## src/rtl/wb_arb_pkg.sv

```systemverilog
`default_nettype none
// ---------------------------------------------------------------------------
// wb_arb_pkg : state type and round-robin selection for wb_rr_arbiter_4x1
// rev 1.0
// ---------------------------------------------------------------------------
package wb_arb_pkg;

  localparam int N_MASTERS = 4;

  typedef enum logic [1:0] {
    IDLE  = 2'd0,
    OWN   = 2'd1,
    ABORT = 2'd2,
    DRAIN = 2'd3
  } arb_state_e;

  typedef struct packed {
    logic       valid;
    logic [1:0] idx;
  } rr_pick_t;

  // First requester strictly after 'last', wrapping; 'last' itself is checked last.
  function automatic rr_pick_t rr_next(input logic [3:0] req, input logic [1:0] last);
    rr_pick_t   res;
    logic [1:0] cand;
    res = '0;
    for (int i = 1; i <= N_MASTERS; i++) begin
      cand = last + 2'(i);
      if (!res.valid && req[cand]) begin
        res.valid = 1'b1;
        res.idx   = cand;
      end
    end
    return res;
  endfunction

endpackage
`default_nettype wire

```

## src/rtl/wb_if.sv

```systemverilog
`default_nettype none
// ---------------------------------------------------------------------------
// wb_if : classic Wishbone bus bundle with master/slave views
// rev 1.0
// ---------------------------------------------------------------------------
interface wb_if #(
  parameter int AW = 32,
  parameter int DW = 32
) ();
  logic          cyc;
  logic          stb;
  logic          we;
  logic [AW-1:0] adr;
  logic [DW-1:0] dat_w;
  logic [DW-1:0] dat_r;
  logic [DW/8-1:0] sel;
  logic          ack;
  logic          err;

  modport master (output cyc, stb, we, adr, dat_w, sel, input dat_r, ack, err);
  modport slave  (input cyc, stb, we, adr, dat_w, sel, output dat_r, ack, err);
endinterface
`default_nettype wire

```

## src/rtl/rr_arb_pick.sv

```systemverilog
`default_nettype none
// ---------------------------------------------------------------------------
// rr_arb_pick : combinational rotating-priority picker over four requests
// rev 1.0
// ---------------------------------------------------------------------------
module rr_arb_pick
  import wb_arb_pkg::*;
(
  input  logic [N_MASTERS-1:0] req,
  input  logic [1:0]           last,
  output logic                 valid,
  output logic [1:0]           idx
);

  rr_pick_t pick;

  assign pick  = rr_next(req, last);
  assign valid = pick.valid;
  assign idx   = pick.idx;

endmodule
`default_nettype wire

```

## src/rtl/wb_rr_arbiter_4x1.sv

```systemverilog
`default_nettype none
// ---------------------------------------------------------------------------
// wb_rr_arbiter_4x1 : 4:1 Wishbone round-robin arbiter with CYC lock and watchdog
// rev 1.0
// ---------------------------------------------------------------------------
module wb_rr_arbiter_4x1
  import wb_arb_pkg::*;
#(
  parameter int WB_ADDR_WIDTH  = 32,
  parameter int WB_DATA_WIDTH  = 32,
  parameter int TIMEOUT_CYCLES = 255
) (
  input  logic       clk,
  input  logic       rst,
  wb_if.slave        m0,
  wb_if.slave        m1,
  wb_if.slave        m2,
  wb_if.slave        m3,
  wb_if.master       s0,
  output logic [3:0] grant,
  output logic       timeout_evt
);

  localparam int SEL_W = WB_DATA_WIDTH / 8;
  localparam bit WD_EN = (TIMEOUT_CYCLES > 0);
  localparam int WD_W  = WD_EN ? $clog2(TIMEOUT_CYCLES + 1) : 1;
  localparam logic [WD_W-1:0] WD_LAST = WD_EN ? WD_W'(TIMEOUT_CYCLES - 1) : '0;

  logic [N_MASTERS-1:0]     m_cyc, m_stb, m_we, m_ack, m_err;
  logic [WB_ADDR_WIDTH-1:0] m_adr [N_MASTERS];
  logic [WB_DATA_WIDTH-1:0] m_dat [N_MASTERS];
  logic [SEL_W-1:0]         m_sel [N_MASTERS];

  arb_state_e      state;
  logic [1:0]      last_grant;
  logic [WD_W-1:0] wd_cnt;
  logic            pick_valid;
  logic [1:0]      pick_idx;
  logic            fwd, own_cyc, stall, abort_now;

  assign m_cyc = {m3.cyc, m2.cyc, m1.cyc, m0.cyc};
  assign m_stb = {m3.stb, m2.stb, m1.stb, m0.stb};
  assign m_we  = {m3.we,  m2.we,  m1.we,  m0.we};

  assign m_adr[0] = m0.adr;   assign m_adr[1] = m1.adr;
  assign m_adr[2] = m2.adr;   assign m_adr[3] = m3.adr;
  assign m_dat[0] = m0.dat_w; assign m_dat[1] = m1.dat_w;
  assign m_dat[2] = m2.dat_w; assign m_dat[3] = m3.dat_w;
  assign m_sel[0] = m0.sel;   assign m_sel[1] = m1.sel;
  assign m_sel[2] = m2.sel;   assign m_sel[3] = m3.sel;

  // Read data is broadcast; only ACK/ERR are steered to the owner.
  assign m0.dat_r = s0.dat_r; assign m1.dat_r = s0.dat_r;
  assign m2.dat_r = s0.dat_r; assign m3.dat_r = s0.dat_r;
  assign m0.ack = m_ack[0];   assign m0.err = m_err[0];
  assign m1.ack = m_ack[1];   assign m1.err = m_err[1];
  assign m2.ack = m_ack[2];   assign m2.err = m_err[2];
  assign m3.ack = m_ack[3];   assign m3.err = m_err[3];

  rr_arb_pick u_pick (
    .req   (m_cyc),
    .last  (last_grant),
    .valid (pick_valid),
    .idx   (pick_idx)
  );

  // last_grant doubles as the owner index while a grant is held.
  assign fwd     = (state == OWN);
  assign own_cyc = m_cyc[last_grant];

  assign s0.cyc   = fwd & own_cyc;
  assign s0.stb   = fwd & m_stb[last_grant];
  assign s0.we    = fwd & m_we[last_grant];
  assign s0.adr   = fwd ? m_adr[last_grant] : '0;
  assign s0.dat_w = fwd ? m_dat[last_grant] : '0;
  assign s0.sel   = fwd ? m_sel[last_grant] : '0;

  assign stall     = fwd & own_cyc & m_stb[last_grant] & ~(s0.ack | s0.err);
  assign abort_now = WD_EN && stall && (wd_cnt == WD_LAST);

  always_comb begin
    m_ack = '0;
    m_err = '0;
    if (fwd) begin
      m_ack[last_grant] = s0.ack;
      m_err[last_grant] = s0.err;
    end else if (state == ABORT) begin
      m_err[last_grant] = 1'b1;
    end
  end

  always_ff @(posedge clk) begin
    if (rst) begin
      state       <= IDLE;
      grant       <= '0;
      last_grant  <= 2'd3;
      wd_cnt      <= '0;
      timeout_evt <= 1'b0;
    end else begin
      timeout_evt <= 1'b0;
      case (state)
        IDLE: begin
          wd_cnt <= '0;
          if (pick_valid) begin
            state      <= OWN;
            grant      <= 4'b0001 << pick_idx;
            last_grant <= pick_idx;
          end
        end
        OWN: begin
          if (!own_cyc) begin
            state  <= IDLE;
            grant  <= '0;
            wd_cnt <= '0;
          end else if (abort_now) begin
            state       <= ABORT;
            timeout_evt <= 1'b1;
            wd_cnt      <= '0;
          end else if (stall && WD_EN) begin
            wd_cnt <= wd_cnt + 1'b1;
          end else begin
            wd_cnt <= '0;
          end
        end
        ABORT: begin
          if (own_cyc) begin
            state <= DRAIN;
          end else begin
            state <= IDLE;
            grant <= '0;
          end
        end
        DRAIN: begin
          if (!own_cyc) begin
            state <= IDLE;
            grant <= '0;
          end
        end
        default: begin
          state <= IDLE;
          grant <= '0;
        end
      endcase
    end
  end

endmodule
`default_nettype wire

```

## src/flat_wrapper.sv

```systemverilog
// flat-port wrapper written by rule: the top's interface ports become plain ports
module wb_rr_arbiter_4x1_flat import wb_arb_pkg::*;
#(
  parameter int WB_ADDR_WIDTH  = 32,
  parameter int WB_DATA_WIDTH  = 32,
  parameter int TIMEOUT_CYCLES = 255
)
  (clk, rst, grant, timeout_evt, m0_cyc, m0_stb, m0_we, m0_adr, m0_dat_w, m0_sel, m0_dat_r, m0_ack, m0_err, m1_cyc, m1_stb, m1_we, m1_adr, m1_dat_w, m1_sel, m1_dat_r, m1_ack, m1_err, m2_cyc, m2_stb, m2_we, m2_adr, m2_dat_w, m2_sel, m2_dat_r, m2_ack, m2_err, m3_cyc, m3_stb, m3_we, m3_adr, m3_dat_w, m3_sel, m3_dat_r, m3_ack, m3_err, s0_cyc, s0_stb, s0_we, s0_adr, s0_dat_w, s0_sel, s0_dat_r, s0_ack, s0_err);
  wb_if m0_i ();
  wb_if m1_i ();
  wb_if m2_i ();
  wb_if m3_i ();
  wb_if s0_i ();
  input  logic clk;
  input  logic rst;
  output logic [3:0] grant;
  output logic timeout_evt;
  input wire logic [$bits(m0_i.cyc)-1:0] m0_cyc;
  input wire logic [$bits(m0_i.stb)-1:0] m0_stb;
  input wire logic [$bits(m0_i.we)-1:0] m0_we;
  input wire logic [$bits(m0_i.adr)-1:0] m0_adr;
  input wire logic [$bits(m0_i.dat_w)-1:0] m0_dat_w;
  input wire logic [$bits(m0_i.sel)-1:0] m0_sel;
  output wire logic [$bits(m0_i.dat_r)-1:0] m0_dat_r;
  output wire logic [$bits(m0_i.ack)-1:0] m0_ack;
  output wire logic [$bits(m0_i.err)-1:0] m0_err;
  input wire logic [$bits(m1_i.cyc)-1:0] m1_cyc;
  input wire logic [$bits(m1_i.stb)-1:0] m1_stb;
  input wire logic [$bits(m1_i.we)-1:0] m1_we;
  input wire logic [$bits(m1_i.adr)-1:0] m1_adr;
  input wire logic [$bits(m1_i.dat_w)-1:0] m1_dat_w;
  input wire logic [$bits(m1_i.sel)-1:0] m1_sel;
  output wire logic [$bits(m1_i.dat_r)-1:0] m1_dat_r;
  output wire logic [$bits(m1_i.ack)-1:0] m1_ack;
  output wire logic [$bits(m1_i.err)-1:0] m1_err;
  input wire logic [$bits(m2_i.cyc)-1:0] m2_cyc;
  input wire logic [$bits(m2_i.stb)-1:0] m2_stb;
  input wire logic [$bits(m2_i.we)-1:0] m2_we;
  input wire logic [$bits(m2_i.adr)-1:0] m2_adr;
  input wire logic [$bits(m2_i.dat_w)-1:0] m2_dat_w;
  input wire logic [$bits(m2_i.sel)-1:0] m2_sel;
  output wire logic [$bits(m2_i.dat_r)-1:0] m2_dat_r;
  output wire logic [$bits(m2_i.ack)-1:0] m2_ack;
  output wire logic [$bits(m2_i.err)-1:0] m2_err;
  input wire logic [$bits(m3_i.cyc)-1:0] m3_cyc;
  input wire logic [$bits(m3_i.stb)-1:0] m3_stb;
  input wire logic [$bits(m3_i.we)-1:0] m3_we;
  input wire logic [$bits(m3_i.adr)-1:0] m3_adr;
  input wire logic [$bits(m3_i.dat_w)-1:0] m3_dat_w;
  input wire logic [$bits(m3_i.sel)-1:0] m3_sel;
  output wire logic [$bits(m3_i.dat_r)-1:0] m3_dat_r;
  output wire logic [$bits(m3_i.ack)-1:0] m3_ack;
  output wire logic [$bits(m3_i.err)-1:0] m3_err;
  output wire logic [$bits(s0_i.cyc)-1:0] s0_cyc;
  output wire logic [$bits(s0_i.stb)-1:0] s0_stb;
  output wire logic [$bits(s0_i.we)-1:0] s0_we;
  output wire logic [$bits(s0_i.adr)-1:0] s0_adr;
  output wire logic [$bits(s0_i.dat_w)-1:0] s0_dat_w;
  output wire logic [$bits(s0_i.sel)-1:0] s0_sel;
  input wire logic [$bits(s0_i.dat_r)-1:0] s0_dat_r;
  input wire logic [$bits(s0_i.ack)-1:0] s0_ack;
  input wire logic [$bits(s0_i.err)-1:0] s0_err;
  assign m0_i.cyc = m0_cyc;
  assign m0_i.stb = m0_stb;
  assign m0_i.we = m0_we;
  assign m0_i.adr = m0_adr;
  assign m0_i.dat_w = m0_dat_w;
  assign m0_i.sel = m0_sel;
  assign m0_dat_r = m0_i.dat_r;
  assign m0_ack = m0_i.ack;
  assign m0_err = m0_i.err;
  assign m1_i.cyc = m1_cyc;
  assign m1_i.stb = m1_stb;
  assign m1_i.we = m1_we;
  assign m1_i.adr = m1_adr;
  assign m1_i.dat_w = m1_dat_w;
  assign m1_i.sel = m1_sel;
  assign m1_dat_r = m1_i.dat_r;
  assign m1_ack = m1_i.ack;
  assign m1_err = m1_i.err;
  assign m2_i.cyc = m2_cyc;
  assign m2_i.stb = m2_stb;
  assign m2_i.we = m2_we;
  assign m2_i.adr = m2_adr;
  assign m2_i.dat_w = m2_dat_w;
  assign m2_i.sel = m2_sel;
  assign m2_dat_r = m2_i.dat_r;
  assign m2_ack = m2_i.ack;
  assign m2_err = m2_i.err;
  assign m3_i.cyc = m3_cyc;
  assign m3_i.stb = m3_stb;
  assign m3_i.we = m3_we;
  assign m3_i.adr = m3_adr;
  assign m3_i.dat_w = m3_dat_w;
  assign m3_i.sel = m3_sel;
  assign m3_dat_r = m3_i.dat_r;
  assign m3_ack = m3_i.ack;
  assign m3_err = m3_i.err;
  assign s0_cyc = s0_i.cyc;
  assign s0_stb = s0_i.stb;
  assign s0_we = s0_i.we;
  assign s0_adr = s0_i.adr;
  assign s0_dat_w = s0_i.dat_w;
  assign s0_sel = s0_i.sel;
  assign s0_i.dat_r = s0_dat_r;
  assign s0_i.ack = s0_ack;
  assign s0_i.err = s0_err;
  wb_rr_arbiter_4x1 #(.WB_ADDR_WIDTH(WB_ADDR_WIDTH), .WB_DATA_WIDTH(WB_DATA_WIDTH), .TIMEOUT_CYCLES(TIMEOUT_CYCLES)) u_core (.clk(clk), .rst(rst), .m0(m0_i), .m1(m1_i), .m2(m2_i), .m3(m3_i), .s0(s0_i), .grant(grant), .timeout_evt(timeout_evt));
endmodule
```

## config.mk

```make
export PLATFORM = sky130hd
export DESIGN_NAME = wb_rr_arbiter_4x1_flat
export DESIGN_NICKNAME = d
export VERILOG_FILES = /design/src/rtl/wb_arb_pkg.sv /design/src/rtl/wb_if.sv /design/src/rtl/rr_arb_pick.sv /design/src/rtl/wb_rr_arbiter_4x1.sv /design/src/flat_wrapper.sv
export SDC_FILE = /design/constraint.sdc
export NUM_CORES = 1
export LEC_CHECK = 0
export ABC_AREA = 1
export CORE_AREA = 2 2 206 208
export CTS_CLUSTER_SIZE = 16
export DETAILED_ROUTE_END_ITERATION = 6
export DIE_AREA = 0 0 208 210
export GPL_ROUTABILITY_DRIVEN = 0
export PLACE_DENSITY = 0.38
export SLEW_MARGIN = 20
export SYNTH_ARGS = -nofsm -noshare
export SYNTH_HDL_FRONTEND = slang
export SYNTH_SLANG_ARGS = --single-unit
```

## constraint.sdc

```tcl
create_clock -name clk -period 3 [get_ports clk]
set_input_delay 0.6 -clock clk [delete_from_list [all_inputs] [get_ports clk]]
set_output_delay 0.6 -clock clk [all_outputs]
set_load 0.005 [all_outputs]
```

== Yosys cells after proc, flatten, opt, wreduce, memory -nomap -nowiden ==
Index checks and enable logic that the tools add are counted.

* Word-level logic and storage cells: 98
* Bits of input ports: 320
* Register bits after elaboration: 17

* Shift-type cells: 1
* Add/sub/neg operators: 4
* Equal/unequal tests: 8
* Muxes and demuxes: 47
* Bitwise gates (word level): 12
* Reduce and logical (&&, ||, !) cells: 15
* Order comparisons: 6

{| class="wikitable"
|+ Operators with widths
! cell !! count
|-
| two-way mux 32 bit || 6
|-
| binary-select mux 32 bit (select 2 bit) || 2
|-
| two-way mux 4 bit || 8
|-
| two-way mux 8 bit || 3
|-
| one-hot mux 8 bit (2 select lines) || 1
|-
| binary-select mux 1 bit (select 2 bit) || 6
|-
| less-than comparator 2 x 3 -> 1 bit, second input constant || 4
|-
| two-way mux 3 bit || 4
|-
| two-way mux 2 bit || 5
|-
| adder 8 x 1 -> 8 bit, second input constant || 1
|-
| AND 4 bit || 2
|-
| binary-select mux 4 bit (select 2 bit) || 1
|-
| equality test 8 bit, second input constant || 1
|-
| two-way mux 1 bit || 8
|-
| one-hot mux 2 bit (4 select lines) || 1
|-
| one-hot mux 4 bit (2 select lines) || 1
|-
| inequality test 2 bit, second input constant || 3
|-
| OR reduction 3 bit || 2
|-
| AND 1 bit || 5
|-
| logical AND 1 bit || 5
|-
| adder 2 bit, second input constant || 2
|-
| equality test 2 bit, second input constant || 2
|-
| AND reduction 2 bit || 2
|-
| left shift 1 x 2 -> 4 bit, first input constant || 1
|-
| other kinds (13) || 17
|}

== Longest topological paths before layout ==
Gate-level depths: netlist of run 1.

* Depth in word-level cells: 16
* Mapped depth: 17

== Modules after synthesis ==
Synthesis of run 1 repeated with hierarchy kept, for this count alone.

* Cells, all modules: 668
* Area, all modules: 4136.5 um^2

{| class="wikitable"
|+ By module, submodules not included
! module !! times used !! cells each !! area an instance (um^2)
|-
| wb_rr_arbiter_4x1 || 1 || 619 || 3846.2
|-
| rr_arb_pick || 1 || 49 || 290.3
|}

== Least setup slack after synthesis of run 1 ==
Ideal clock, no wire load.

* Path type: reg2reg
* From: reg u_core.last_grant[0]
* To: reg u_core.grant[2]
* Required time: 2930 ps
* Buffers on the path: 4
* Cell stages (with the launch flop): 16
* Period minus slack after synthesis: 2310 ps
* Setup time: 70 ps
* Data arrival time: 2240 ps
* Path slack: 690 ps
* Cell sequence: dfxtp_1 > inv_2 > buf_6 > buf_2 > clkbuf_1 > buf_2 > ha_1 > inv_1 > nand3_1 > nand2_1 > inv_2 > nand4_1 > nand2_2 > nor2_1 > nand2_1 > a21oi_1

* Word-level cells in the longest chain between the ends: 16

{| class="wikitable"
|+ Ends and longest elaborated chain
! what !! RTL line !! RTL
|-
| start: declaration || wb_rr_arbiter_4x1.sv:35 || <nowiki>logic [1:0] last_grant;</nowiki>
|-
| start signal: assignment || wb_rr_arbiter_4x1.sv:107 || <nowiki>last_grant <= pick_idx;</nowiki>
|-
| adder 2 x 1 -> 2 bit || wb_arb_pkg.sv:28 || <nowiki>cand = last + 2'(i);</nowiki>
|-
| binary-select mux 1 bit (select 2 bit) || wb_arb_pkg.sv:29 || <nowiki>if (!res.valid && req[cand]) begin</nowiki>
|-
| two-way mux 1 bit (implied by the code) || wb_arb_pkg.sv:29 ||
|-
| two-way mux 3 bit || wb_arb_pkg.sv:29 ||
|-
| zero test 1 bit || wb_arb_pkg.sv:29 ||
|-
| logical AND 1 bit || wb_arb_pkg.sv:29 ||
|-
| two-way mux 3 bit || wb_arb_pkg.sv:29 ||
|-
| zero test 1 bit || wb_arb_pkg.sv:29 ||
|-
| logical AND 1 bit || wb_arb_pkg.sv:29 ||
|-
| two-way mux 3 bit || wb_arb_pkg.sv:29 ||
|-
| zero test 1 bit || wb_arb_pkg.sv:29 ||
|-
| logical AND 1 bit || wb_arb_pkg.sv:29 ||
|-
| two-way mux 3 bit || wb_arb_pkg.sv:29 ||
|-
| left shift 1 x 2 -> 4 bit || wb_rr_arbiter_4x1.sv:106 || <nowiki>grant <= 4'b0001 << pick_idx;</nowiki>
|-
| two-way mux 4 bit || wb_rr_arbiter_4x1.sv:104 || <nowiki>if (pick_valid) begin</nowiki>
|-
| one-hot mux 4 bit (2 select lines) || wb_rr_arbiter_4x1.sv:101 || <nowiki>case (state)</nowiki>
|-
| end signal: assignment || wb_rr_arbiter_4x1.sv:106 ||
|-
| end: declaration || wb_rr_arbiter_4x1.sv:20 || <nowiki>output logic [3:0] grant,</nowiki>
|}

Parallel ways exist; a longest one is shown, timed or not. The select of a mux whose other input is x is not followed.
A chain may end at the register's enable or synchronous reset.

== Worst setup path after layout of run 1 ==
* From: in m2_sel[1]
* To: out s0_sel[1]

* Word-level cells in the longest chain between the ends: 4

{| class="wikitable"
|+ Ends and longest elaborated chain
! what !! RTL line !! RTL
|-
| start: declaration || flat_wrapper.sv:41 || <nowiki>input wire logic [$bits(m2_i.sel)-1:0] m2_sel;</nowiki>
|-
| binary-select mux 4 bit (select 2 bit) || wb_rr_arbiter_4x1.sv:76 || <nowiki>assign s0.sel = fwd ? m_sel[last_grant] : '0;</nowiki>
|-
| two-way mux 4 bit (implied by the code) (2 in series) || wb_rr_arbiter_4x1.sv:76 ||
|-
| two-way mux 4 bit || wb_rr_arbiter_4x1.sv:76 ||
|-
| end: declaration || flat_wrapper.sv:59 || <nowiki>output wire logic [$bits(s0_i.sel)-1:0] s0_sel;</nowiki>
|}

Every way passes these cells. The select of a mux whose other input is x is not followed.

==> results.py, run 1 <==
metrics = {
    "worst_setup_path": {
        "worst_setup_path_start_kind": "primary input",
        "crit_path_max_fanout": 1,
        "critPathCaptureType": "primary output",
        "crit_arrival_ns": 2.23,
        "reg2reg_slack_ns": 0.58,
        "critPathKind": "in2out",
        "worst-endpoint-required_ns": 2.40,
    },
    "yosys": {
        "synthCells": 856,
        "ys_seq_area_frac": 0.0762,
        "synth_cell_type_count": 29,
        "synth_top_cell_area_share": 0.254,
        "synth_top_area_cell": "sky130_fd_sc_hd__nor2_1",
        "synthesis.area_per_instance_um2": 5.22,
        "syn-num-nets": 1182,
        "postSynthRegisterBits": 17,
        "ys_top_cells_by_area": "sky130_fd_sc_hd__nor2_1, sky130_fd_sc_hd__buf_4, sky130_fd_sc_hd__o21ai_0, sky130_fd_sc_hd__a21oi_1, sky130_fd_sc_hd__dfxtp_1",
        "netlist_area_mm2": 0.00447,
        "synth-warning-count": 0,
    },
    "floorplan": {
        "number_of_placement_rows": 75,
        "design.die.area_mm2": 0.0437,
        "width_of_the_die_um": 208,
        "floorplan.die.height_um": 210,
        "top_level_ports": 532,
        "initial_utilization": 0.108,
        "design.core.area_mm2": 0.0415,
    },
    "sta": {
        "worstMarginPinSlew_ns": 0.549,
        "fmax_ghz": 0.354,
        "grt_setup_unrepaired": "no",
        "final.min_clock_period_ns": 2.83,
        "max-slew-margin-rel": 0.630,
        "final-setup-viol-count": 0,
        "timing.final.crit_share": 0.942,
        "clock_skew_ns": 0.00128,
        "timing.final.hold_violations": 0,
        "worst_hold_slack_ns": 0.487,
        "fin_tns_setup_ns": 0,
        "maxSlewViolCount": 0,
    },
    "cells_and_area": {
        "layout.filler_cells": 4854,
        "drive_gt1_frac": 0.0493,
        "layout_commonest_cell": "sky130_fd_sc_hd__clkdlybuf4s50_1",
        "nNetsFinal": 1402,
        "layout_common_cells": "sky130_fd_sc_hd__clkdlybuf4s50_1, sky130_fd_sc_hd__nor2_1, sky130_fd_sc_hd__o21ai_0",
        "area_delta_synth_final_pct": 81.5,
    },
    "min_path": {
        "min_path_type": "reg2reg",
    },
    "global_route": {
        "grt_antenna_before_repair": 1,
        "first_global_vias": 6166,
        "globalRouteTotalUtil": 0.111,
        "grt_start_max_net_pins": 41,
        "grt_pass1_wl_um": 37900,
        "global_route.overflow_total": 0,
    },
    "routing": {
        "routedWlPerCell_um": 16.1,
        "vias": 6107,
        "postRouteAntennaNets": 0,
        "firstDrtPassIters": 4,
        "route.detailed.drc": 0,
        "drc_violation_total_after_the_first_tritonroute_iteration": 217,
        "wl_um": 26100,
        "avgViaCountPerCell": 3.78,
    },
    "clock_network": {
        "cts.path.max_buffers": 2,
        "clk_latency_ns": 0.25,
        "cts.sinks": 17,
        "cts_root_buf": "sky130_fd_sc_hd__clkbuf_16",
        "htree_num_levels": 1,
        "cts_made_buffers": 3,
        "tritoncts": "done",
        "clkTransAtPathRegs_ns": 0.05,
        "cts-hold-fix-buffers": 0,
    },
    "job": {
        "max_cap_viol_count": 0,
    },
    "pwr": {
        "leak_nw": 2.93,
        "fin_total_pwr_mw": 5.28,
        "vdd_drop_max_mv": 0.313,
        "powerDensity_mw_per_mm2": 652,
    },
    "place": {
        "io_buffer_count": 371,
        "detailed_place_hpwl_um": 21300,
    },
    "outcome": {
        "outcome": "completed",
    },
}
-- critical path: stages --
cell and delay (ns):
sky130_fd_sc_hd__clkdlybuf4s50_1 0.46, sky130_fd_sc_hd__nor2_1 0.04, sky130_fd_sc_hd__nor2_1 0.08, sky130_fd_sc_hd__o21ai_0 0.10
sky130_fd_sc_hd__buf_4 0.15, sky130_fd_sc_hd__a21oi_1 0.12, sky130_fd_sc_hd__buf_4 0.14, sky130_fd_sc_hd__clkdlybuf4s50_1 0.53
-- logic make-up after synthesis --
family,synth area share
simple gates,0.341
compound gates,0.261
buf+inv,0.297
flops,0.0762
fa+ha+maj,0.0168
xor+xnor,0.00784
-- final cells by class --
class | instances | area [µm²] | share of cell area
diodes | 1 | 2.50 | 0.000309
clock buffers | 4 | 78.8 | 0.00973
inverters | 31 | 124 | 0.0153
multi-input cells | 623 | 2810 | 0.346
flip-flops and latches | 17 | 348 | 0.0429
well taps | 539 | 674 | 0.0832
repair buffers | 400 | 4070 | 0.502
-- state kept, by name (all words and copies together) (netlist names) --
signal and flops:
u_core.grant 4, u_core.last_grant 2, u_core.state 2, u_core.timeout_evt 1, u_core.wd_cnt 8
-- power breakdown --
part           switching [mW]  internal, mW
registers              0.0750         0.280
logic                    2.48          2.17
clock network          0.0990         0.181
total                    2.66          2.63
-- synthesized netlist by cell type --
library cell and n:
sky130_fd_sc_hd__clkbuf_1 33, sky130_fd_sc_hd__nor2_2 1, sky130_fd_sc_hd__a21oi_1 82, sky130_fd_sc_hd__nand3_2 1, sky130_fd_sc_hd__xnor2_1 2, sky130_fd_sc_hd__nor2_1 302
sky130_fd_sc_hd__nand4_1 7, sky130_fd_sc_hd__buf_4 128, sky130_fd_sc_hd__nor3_4 1, sky130_fd_sc_hd__nand2_1 42, sky130_fd_sc_hd__o22ai_1 1, sky130_fd_sc_hd__buf_6 2
sky130_fd_sc_hd__nand3_1 21, sky130_fd_sc_hd__clkinv_2 1, sky130_fd_sc_hd__nand2_2 5, sky130_fd_sc_hd__xor2_1 2, sky130_fd_sc_hd__a31o_2 1, sky130_fd_sc_hd__or2_1 2
sky130_fd_sc_hd__dfxtp_1 17, sky130_fd_sc_hd__o211ai_1 1, sky130_fd_sc_hd__inv_2 3, sky130_fd_sc_hd__ha_1 6, sky130_fd_sc_hd__inv_1 27, sky130_fd_sc_hd__or2_2 1
sky130_fd_sc_hd__a31oi_1 1, sky130_fd_sc_hd__a21oi_2 2, sky130_fd_sc_hd__buf_2 15, sky130_fd_sc_hd__o21ai_0 142, sky130_fd_sc_hd__buf_1 7
-- final timing paths --
| path | from | cells after the start | endpoint |
|---|---|---|---|
| min | u_core.grant[2] | 2 | u_core.grant[2] |
| min reg2reg | u_core.grant[2] | 2 | u_core.grant[2] |
| max | m2_sel[1] | 8 | s0_sel[1] |
| max reg2reg | u_core.last_grant[1] | 12 | u_core.grant[2] |
-- what timing repair did --
item / CTS / global route
setup endpoints to repair: 2 / 5
cloned: 0 / 0
setup buffers: 0 / 3
gates resized for setup: 2 / 5
-- stage by stage --
stage               utilization  setup WS [ns]  instance area [µm²]  cells
CTS                       0.194         0.0172                 8040   1611
finish                    0.195          0.173                 8110   1615
floorplan                     -          0.690                 4470    856
detailed placement        0.192        -0.0656                 7970   1607
global placement          0.192        -0.0765                 7970   1607
global route              0.195         0.0201                 8110   1615
-- layer usage --
layer,up-vias,wire length [µm],global-route usage
met5,-,0,0
met4,0,789,0.0335
met3,67,2000,0.0256
met2,289,12700,0.203
met1,2680,10600,0.129
li1,3071,-,-
(Power assumes the default switching activity.)
==> inputs of run 2 (changes only) <==
- HOLD_SLACK_MARGIN: unset -> 0.02
==> results of run 2 <==
Same layout as run 1: the final DEF is identical, and so are final timing and power.
